## config.mk

```make
export PLATFORM = sky130hd
export DESIGN_NAME = xnor_wordgate
export DESIGN_NICKNAME = d
export VERILOG_FILES = /design/src/rtl/alu_pkg.sv /design/src/rtl/xnor_popcount.sv /design/src/rtl/xnor_wordgate.sv
export SDC_FILE = /design/constraint.sdc
export NUM_CORES = 1
export LEC_CHECK = 0
export ABC_AREA = 1
export CAP_MARGIN = 20
export CORE_MARGIN = 2
export CORE_UTILIZATION = 45
export CTS_BUF_LIST = sky130_fd_sc_hd__clkbuf_4 sky130_fd_sc_hd__clkbuf_8 sky130_fd_sc_hd__clkbuf_16
export CTS_CLUSTER_DIAMETER = 60
export DETAILED_ROUTE_END_ITERATION = 7
export PLACE_DENSITY = 0.95
export SLEW_MARGIN = 5
export SYNTH_ARGS = -nofsm -noshare
export SYNTH_HDL_FRONTEND = slang
export SYNTH_HIERARCHICAL = 1
export SYNTH_SLANG_ARGS = --single-unit
```

## constraint.sdc

```tcl
create_clock -name clk -period 15.7 [get_ports clk]
set_input_delay 3.14 -clock clk [delete_from_list [all_inputs] [get_ports clk]]
set_output_delay 3.14 -clock clk [all_outputs]
set_load 0.02 [all_outputs]
```

## src/rtl/alu_pkg.sv

```systemverilog
// Shared ALU constants used by the logic-unit leaves.
package alu_pkg;

    // Native datapath width of the ALU; default width for leaf units.
    localparam int unsigned ALU_W = 64;

endpackage : alu_pkg

```

## src/rtl/xnor_popcount.sv

```systemverilog
// Combinational population count of a w-bit vector, built as a binary adder tree.
module xnor_popcount #(
    parameter int unsigned w = 8,
    localparam int unsigned CW = $clog2(w + 1)
) (
    input  logic [w-1:0]  bits,
    output logic [CW-1:0] count
);

    // Leaves are padded up to a power of two so the tree is always complete.
    localparam int unsigned LW = (w > 1) ? $clog2(w) : 0;
    localparam int unsigned P  = 1 << LW;

    logic [P-1:0] padded;

    // Zero-pad the input so unused leaves contribute nothing.
    always_comb begin
        padded         = '0;
        padded[w-1:0]  = bits;
    end

    // Heap-ordered tree: leaves at P-1..2P-2, node n sums children 2n+1 and 2n+2.
    // Every partial sum is at most w, so CW bits never overflow.
    always_comb begin
        logic [CW-1:0] node [2*P-1];
        for (int i = 0; i < int'(P); i++) begin
            node[int'(P) - 1 + i] = CW'(padded[i]);
        end
        for (int n = int'(P) - 2; n >= 0; n--) begin
            node[n] = node[2*n + 1] + node[2*n + 2];
        end
        count = node[0];
    end

endmodule : xnor_popcount

```

## src/rtl/xnor_wordgate.sv

```systemverilog
// Word-wide bitwise XNOR with a combinational result and a registered result
// carrying equality and matching-bit-count statistics.
module xnor_wordgate
    import alu_pkg::*;
#(
    parameter int unsigned w = ALU_W,
    localparam int unsigned CW = $clog2(w + 1)
) (
    input  logic          clk,
    input  logic          rst,
    input  logic [w-1:0]  in_0,
    input  logic [w-1:0]  in_1,
    input  logic          en,
    output logic [w-1:0]  XNOR,
    output logic [w-1:0]  XNOR_q,
    output logic          eq_q,
    output logic [CW-1:0] match_cnt_q,
    output logic          valid_q
);

    logic [CW-1:0] match_cnt;

    // Gate array: operands are raw bits, so no sign handling is involved.
    assign XNOR = ~(in_0 ^ in_1);

    xnor_popcount #(
        .w (w)
    ) u_popcount (
        .bits  (XNOR),
        .count (match_cnt)
    );

    // Capture result and statistics on enabled edges; reset wins over enable.
    always_ff @(posedge clk) begin
        if (rst) begin
            XNOR_q      <= '0;
            eq_q        <= 1'b0;
            match_cnt_q <= '0;
            valid_q     <= 1'b0;
        end else if (en) begin
            XNOR_q      <= XNOR;
            eq_q        <= &XNOR;
            match_cnt_q <= match_cnt;
            valid_q     <= 1'b1;
        end
    end

endmodule : xnor_wordgate

```

# [Yosys cells after proc, flatten, opt, wreduce, memory -nomap -nowiden]
# Index checks and enable logic that the tools add are counted.
[word_totals] wordCells=70 mem_count=0 latch_bits=0 rom_bits=0 output_inout_bits=137 ff_bits=73 ramBits=0 input_bits=131
[classes] n_addsub=63 order_cmp=0 bitwise_logic=2 n_shift=0 n_reduce_logical=1 eq_ne=0 div_mod_pow=0 n_mul=0 muxes=0
[ops] operator="$add A7 B7 Y7" count=31
[ops] operator="$add A1 B1 Y2" count=32
[ops] operator="$not A64 Y64" count=1
[ops] operator="$reduce_and A64 Y1" count=1
[ops] operator="$xor A64 B64 Y64" count=1

# [Logic depth before layout (Yosys ltp)]
# Gate-level depths: netlist of the first run.
[depth] depth_word=8 depth_mapped=27 depth_no_buf=27

# [Hierarchy]
# Netlist of the first run, hierarchy kept.
[modules_own_cells] mod="xnor_wordgate" area_per_inst_um2=3801.1 seq_area_each_um2=1461.4 instances=1 cells_per_inst=598
[modules_own_cells] mod="xnor_popcount" area_per_inst_um2=1707.9 seq_area_each_um2=0.0 instances=1 cells_per_inst=179

# [Worst setup path after synthesis of the first run]
# No wires, ideal clock.
[synth_timing] kind="in2reg" start="in in_1[49]" end="reg match_cnt_q[4]" t_required_ns=15.566 t_arrival_ns=8.627 slack_ns=6.939 stages=20 n_path_buf=0 setup_ns=0.134 cell_sequence="xnor2_1 fa_1 inv_1 fa_1 fa_1 fa_1 inv_1 fa_1 inv_1 fa_1 fa_1 fa_1 inv_1 ha_1 fa_1 nand3_1 nand2_1 xor2_1 nand2_1 a21oi_1"
[synth_between] elab_chain_len=8
[synth_lines] element="start, declared" line_no="xnor_wordgate.sv:12" source="input logic [w-1:0] in_1,"
[synth_lines] element="$xor A64 B64 Y64" line_no="xnor_wordgate.sv:24" source="assign XNOR = ~(in_0 ^ in_1);"
[synth_lines] element="$not A64 Y64" line_no="xnor_wordgate.sv:24"
[synth_lines] element="$add A1 B1 Y2" line_no="xnor_popcount.sv:30" source="node[n] = node[2*n + 1] + node[2*n + 2];"
[synth_lines] element="$add A7 B7 Y7 (5 in a row)" line_no="xnor_popcount.sv:30"
[synth_lines] element="net match_cnt[4]" line_no="xnor_wordgate.sv:21" source="logic [CW-1:0] match_cnt;"
[synth_lines] element="end signal, assigned" line_no="xnor_wordgate.sv:43" source="match_cnt_q <= match_cnt;"
[synth_lines] element="end, declared" line_no="xnor_wordgate.sv:17" source="output logic [CW-1:0] match_cnt_q,"
# The timed path passes the listed nets, and every way through them passes these cells.
# A chain may end at the register's enable or synchronous reset.

# [Worst setup path in the final report of the first run]
# Same ends and word-level chain as after synthesis.

==> results of run 1 <==
-- tightest hold or removal path, delay by kind of cell (launching register included) --
kind | cells | cell delay [ns]
DFF | 1 | 0.31
and+or+nand+nor | 1 | 0.06
AOI/OAI and AO/OA | 1 | 0.05
-- metal layers --
metal	global-route usage, %	wire, um	up-vias
met5	0	0	-
met4	9.43	506	0
met3	5.82	1140	36
met2	45.8	8920	210
met1	29.6	6750	2574
li1	-	-	2724
-- flip-flops by register name (all words and copies together) (netlist names) --
name and count:
eq_q 1, XNOR_q 64, match_cnt_q 7, valid_q 1
-- synth_stat cells, types with 6 or more instances --
cell,n,area (sq um)
clkbuf_1,12,45.0
nand2_1,90,338
fa_1,54,1080
nor2_1,166,623
buf_2,9,45.0
ha_1,15,188
dfxtp_1,73,1460
xnor2_1,10,87.6
o21ai_0,63,315
xor2_1,44,385
inv_1,218,818
nand3_1,6,30.0
a21oi_1,11,55.1
-- kinds of logic after synthesis --
family | Yosys count | synth area share [%]
and+or+nand+nor | 264 | 18.2
buffers and inverters | 242 | 16.8
AOI/OAI and AO/OA | 75 | 6.88
DFF | 73 | 26.5
adders and majority gates | 69 | 23.0
xor gates and xnor gates | 54 | 8.58
-- area by class of cell --
cell class              instances  area (sq um)
repair buffers                270          2710
inverters                     219           822
clock buffers                  11           240
clock inverters                 5          56.3
flip-flops and latches         73          1460
multi-input cells             462          3120
fillers                       906          3370
well taps                     147           184
-- through the flow --
stage | instance area (sq um) | std cells | hold WS (ns)
6_report | 8590 | 1187 | 0.468
5_1_grt | 8590 | 1187 | 0.484
4_1_cts | 8570 | 1186 | 0.470
3_5_place_dp | 8270 | 1170 | 0.452
3_3_place_gp | 8270 | 1170 | 0.448
2_1_floorplan | 5510 | 777 | 0.537
-- worst min-delay path by stage --
stage,slack (ns),to,depth (start not counted),from
after detailed placement,0.45,match_cnt_q[3],2,match_cnt_q[3]
after global routing,0.48,eq_q,2,eq_q
after global placement,0.45,match_cnt_q[5],2,match_cnt_q[5]
after CTS,0.47,match_cnt_q[1],2,match_cnt_q[1]
after floorplan,0.54,match_cnt_q[0],2,match_cnt_q[0]
final,0.47,match_cnt_q[1],2,match_cnt_q[1]
==> impl_metrics.ini, run 1 <==
[synth]
netlist_instances = 777
yosys_warnings = 6
syn_avg_cell_area_sq_um = 7.09
ys_ff_latch = 73
synth-async-reset-ratio_pct = 0
synthFlopType = dfxtp_1
synth.net_count = 977
seq_area_frac_synth_pct = 26.5
yosysUniqueCellTypes = 19
synth_edf_count = 0
synth_area_sq_um = 5510

[cells_and_area]
layout_commonest_cell = clkdlybuf4s50_1
fin_util_pct = 71.8
final_nets = 1235
drive_gt1_share_pct = 2.21
n_antenna_cell = 0
synthToLayoutAreaGrowth_pct = 56.0
layout.cells.most_common_list = 265 x clkdlybuf4s50_1, 218 x inv_1, 166 x nor2_1

[timing]
post-route-min-period_ns = 9.09
max-slew-margin-rel_pct = 45.3
fmax_mhz = 110
fin_ws_ns = 6.61
finalHoldViolations = 0
clock_skew_ns = 0
slew_viol_final = 0
tns_ns = 0
rsz0062_at_grt = false
period_share_pct = 57.9
tightest_slew_ns = 0.820
setup_violations = 0

[critical_path]
cp_top_family = adder cells
critPathBufInv = 5
path_depth = 21
cpMaxStageDelayCell = fa_1
crit_required_ns = 15.94
crit_chain = clkdlybuf4s50_1 > xnor2_1 > fa_1 > inv_1 > fa_1 > fa_1 > fa_1 > inv_1 > fa_1 > inv_1 > fa_1 > fa_1 > fa_1 > inv_1 > ha_1 > fa_1 > nand3_1 > nand2_1 > xor2_1 > nand2_1 > a21oi_1
reg2reg_slack_ns = 14.91
max_stage_delay_ns = 0.52
crit_arrival_ns = 9.34
reg2regPathDepth = 4
cp-end-kind = flip-flop
cp-start-kind = primary input
crit_path_frequent_cell = fa_1
crit_fanout = 4
reg2reg_to = XNOR_q[34]
crit_start = in_1[49]
r2r-start = XNOR_q[34]
worstSetupPathType = in -> reg
cp-endpoint = match_cnt_q[4]

[worst_hold_path]
hold_path.class = reg -> reg

[grt]
grt_pass1_wl_um = 26300
grt_max_degree = 74
grt_pass1_vias = 5479
grt.total_usage_pct = 25.5
grt_overflow = 0
antenna_found_initial = 0

[clock_tree]
cts_tree = built
postCtsHoldBufs = 0
cts.sink_count = 73
clk_path_buf_depth = 2
cts_max_level = 3
cts_setup_buffers = 0
clockRootBuffer = clkbuf_16
clk_pin_slew_ns = 0.06
insertion_delay_ns = 0.32
numCtsBuffers = 9
cts-resized-gates = 0

[detailed_routing]
ant_nets = 0
wire_per_inst_um = 14.6
drt_pass1_iterations = 4
finalWirelength_um = 17300
drcViolationCount = 0
via_per_inst = 4.67
drt-initial-drc-count = 327
dr_total_vias = 5544

[floorplanning]
start_util_pct = 46.1
fp.dieW_um = 115
rows = 40
coreArea_sq_um = 12000
ioPinCount = 268
dieArea_sq_um = 13100
die_h_um = 115

[placement]
place_congestion = 0.840
post-place-ws_ns = 6.31
dpl.hpwl_um = 13800
portBuffers = 267

[job]
cap_violations = 0

[outcome]
status = finished, final reports clean
Power of run 1 is not shown: default switching activity piles up to over one toggle a cycle in this logic, so the estimate is an artifact.
==> run 2, diff against run 1 <==
- CORE_UTILIZATION: 45 -> 38
- PLACE_DENSITY: 0.95 -> 0.87
- clock period: 15.7 -> 7.55 ns (I/O delays scaled with it)
==> impl_metrics.ini, run 2 (synthesis results as in run 1) <==
[outcome]
status = finished, final reports clean

[critical_path]
worstSetupPathType = in -> reg
crit_chain = clkdlybuf4s50_1 > xor2_2 > inv_1 > fa_1 > inv_1 > fa_1 > fa_1 > fa_1 > fa_1 > fa_1 > fa_1 > fa_1 > inv_1 > fa_2 > nand3_1 > nand2_1 > xor2_1 > nand2_1 > a21oi_1
cpMaxStageDelayCell = fa_1
cp-start-kind = primary input
crit_arrival_ns = 7.49
crit_path_frequent_cell = fa_1
critPathBufInv = 4
cp_top_family = adder cells
crit_required_ns = 7.74
max_stage_delay_ns = 0.58
cp-end-kind = flip-flop
crit_fanout = 2

[timing]
tightest_slew_ns = 0.877
clock_skew_ns = 0
rsz0062_at_grt = false
holdWs_ns = 0.475
setup_violations = 0
finalHoldViolations = 0
period_share_pct = 96.7
post-route-min-period_ns = 7.30
max-slew-margin-rel_pct = 41.5
fmax_mhz = 137
slew_viol_final = 0

[detailed_routing]
drcViolationCount = 0
wire_per_inst_um = 14.1
drt_pass1_iterations = 5
ant_nets = 0
finalWirelength_um = 17700
dr_total_vias = 5536
drt-initial-drc-count = 324
via_per_inst = 4.40

[grt]
grt_overflow = 0
grt.total_usage_pct = 23.3
grt_pass1_vias = 5627
grt_max_degree = 74
antenna_found_initial = 0
grt_pass1_wl_um = 28700

[clock_tree]
numCtsBuffers = 9
cts.sink_count = 73
clk_path_buf_depth = 2
insertion_delay_ns = 0.33
clk_pin_slew_ns = 0.06
cts_tree = built
cts_max_level = 3
clockRootBuffer = clkbuf_16

[cells_and_area]
final_nets = 1270
stdcell_area_sq_um = 8980
regMostFlops = XNOR_q
largest_reg_flops = 64
layout.cells.most_common_list = 265 x clkdlybuf4s50_1, 218 x inv_1, 166 x nor2_1
drive_gt1_share_pct = 5.86
synthToLayoutAreaGrowth_pct = 63.0
reg.largest.list = XNOR_q: 64 flops, match_cnt_q: 7 flops
n_antenna_cell = 0
fin_util_pct = 62.5
layout_commonest_cell = clkdlybuf4s50_1

[floorplanning]
fp.dieW_um = 124
rows = 44
die_h_um = 124
coreArea_sq_um = 14400
ioPinCount = 268
dieArea_sq_um = 15500
start_util_pct = 38.3

[placement]
portBuffers = 267
dpl.hpwl_um = 14100
place_congestion = 0.838
postPlaceCellArea_sq_um = 8580

[worst_hold_path]
hold_path.class = reg -> reg

[job]
cap_violations = 0
-- run 2: cell count changes in the layout (fill, tap and decap cells not counted), sizes merged --
| cell | delta |
|---|---|
| buf | +35 |
| bufinv | +2 |
| clkbuf | -1 |
| clkinvlp | -1 |
-- run 2: per-layer routing --
layer  part of all wire, %  GRT usage (%)
met5                     0              0
met4                   3.1           9.78
met2                    50           40.1
met3                   5.8           4.81
met1                    41           28.3
-- run 2: per-stage QoR --
stage	setup slack, ns	TNS (ns)	cells
after floorplan	0.419	0	777
after global placement	-0.111	-0.191	1242
after detailed placement	-0.190	-0.484	1242
after CTS	0.134	0	1258
after global routing	0.0376	0	1259
final	0.249	0	1259
-- run 2: final cells by class --
class | instances | area, sq um
fillers | 1217 | 5390
multi-input cells | 462 | 3160
repair buffers | 305 | 2960
flip-flops and latches | 73 | 1460
inverters | 219 | 822
clock buffers | 10 | 239
well taps | 184 | 230
clock inverters | 6 | 105
-- run 2: worst paths after layout --
kind	slack (ns)	startpoint	to	cells after the start
worst max-delay path	0.25	in_1[35]	match_cnt_q[4]	19
worst min-delay path	0.48	match_cnt_q[0]	match_cnt_q[0]	2
worst max register to register	6.79	XNOR_q[2]	XNOR_q[2]	4
worst min register to register	0.48	match_cnt_q[0]	match_cnt_q[0]	2
-- run 2: repair_timing --
action / CTS / global route
setup buffers: 0 / 0
endpoints found under the setup margin: 0 / 3
resized for setup: 0 / 5
hold buffers: 0 / 0
-- run 2: worst min-delay path, stage by stage, from the launching register on --
cell and delay [ns]:
dfxtp_1 0.31, nand2_1 0.06, a21oi_1 0.06
Power of run 2 is left out for the same reason.
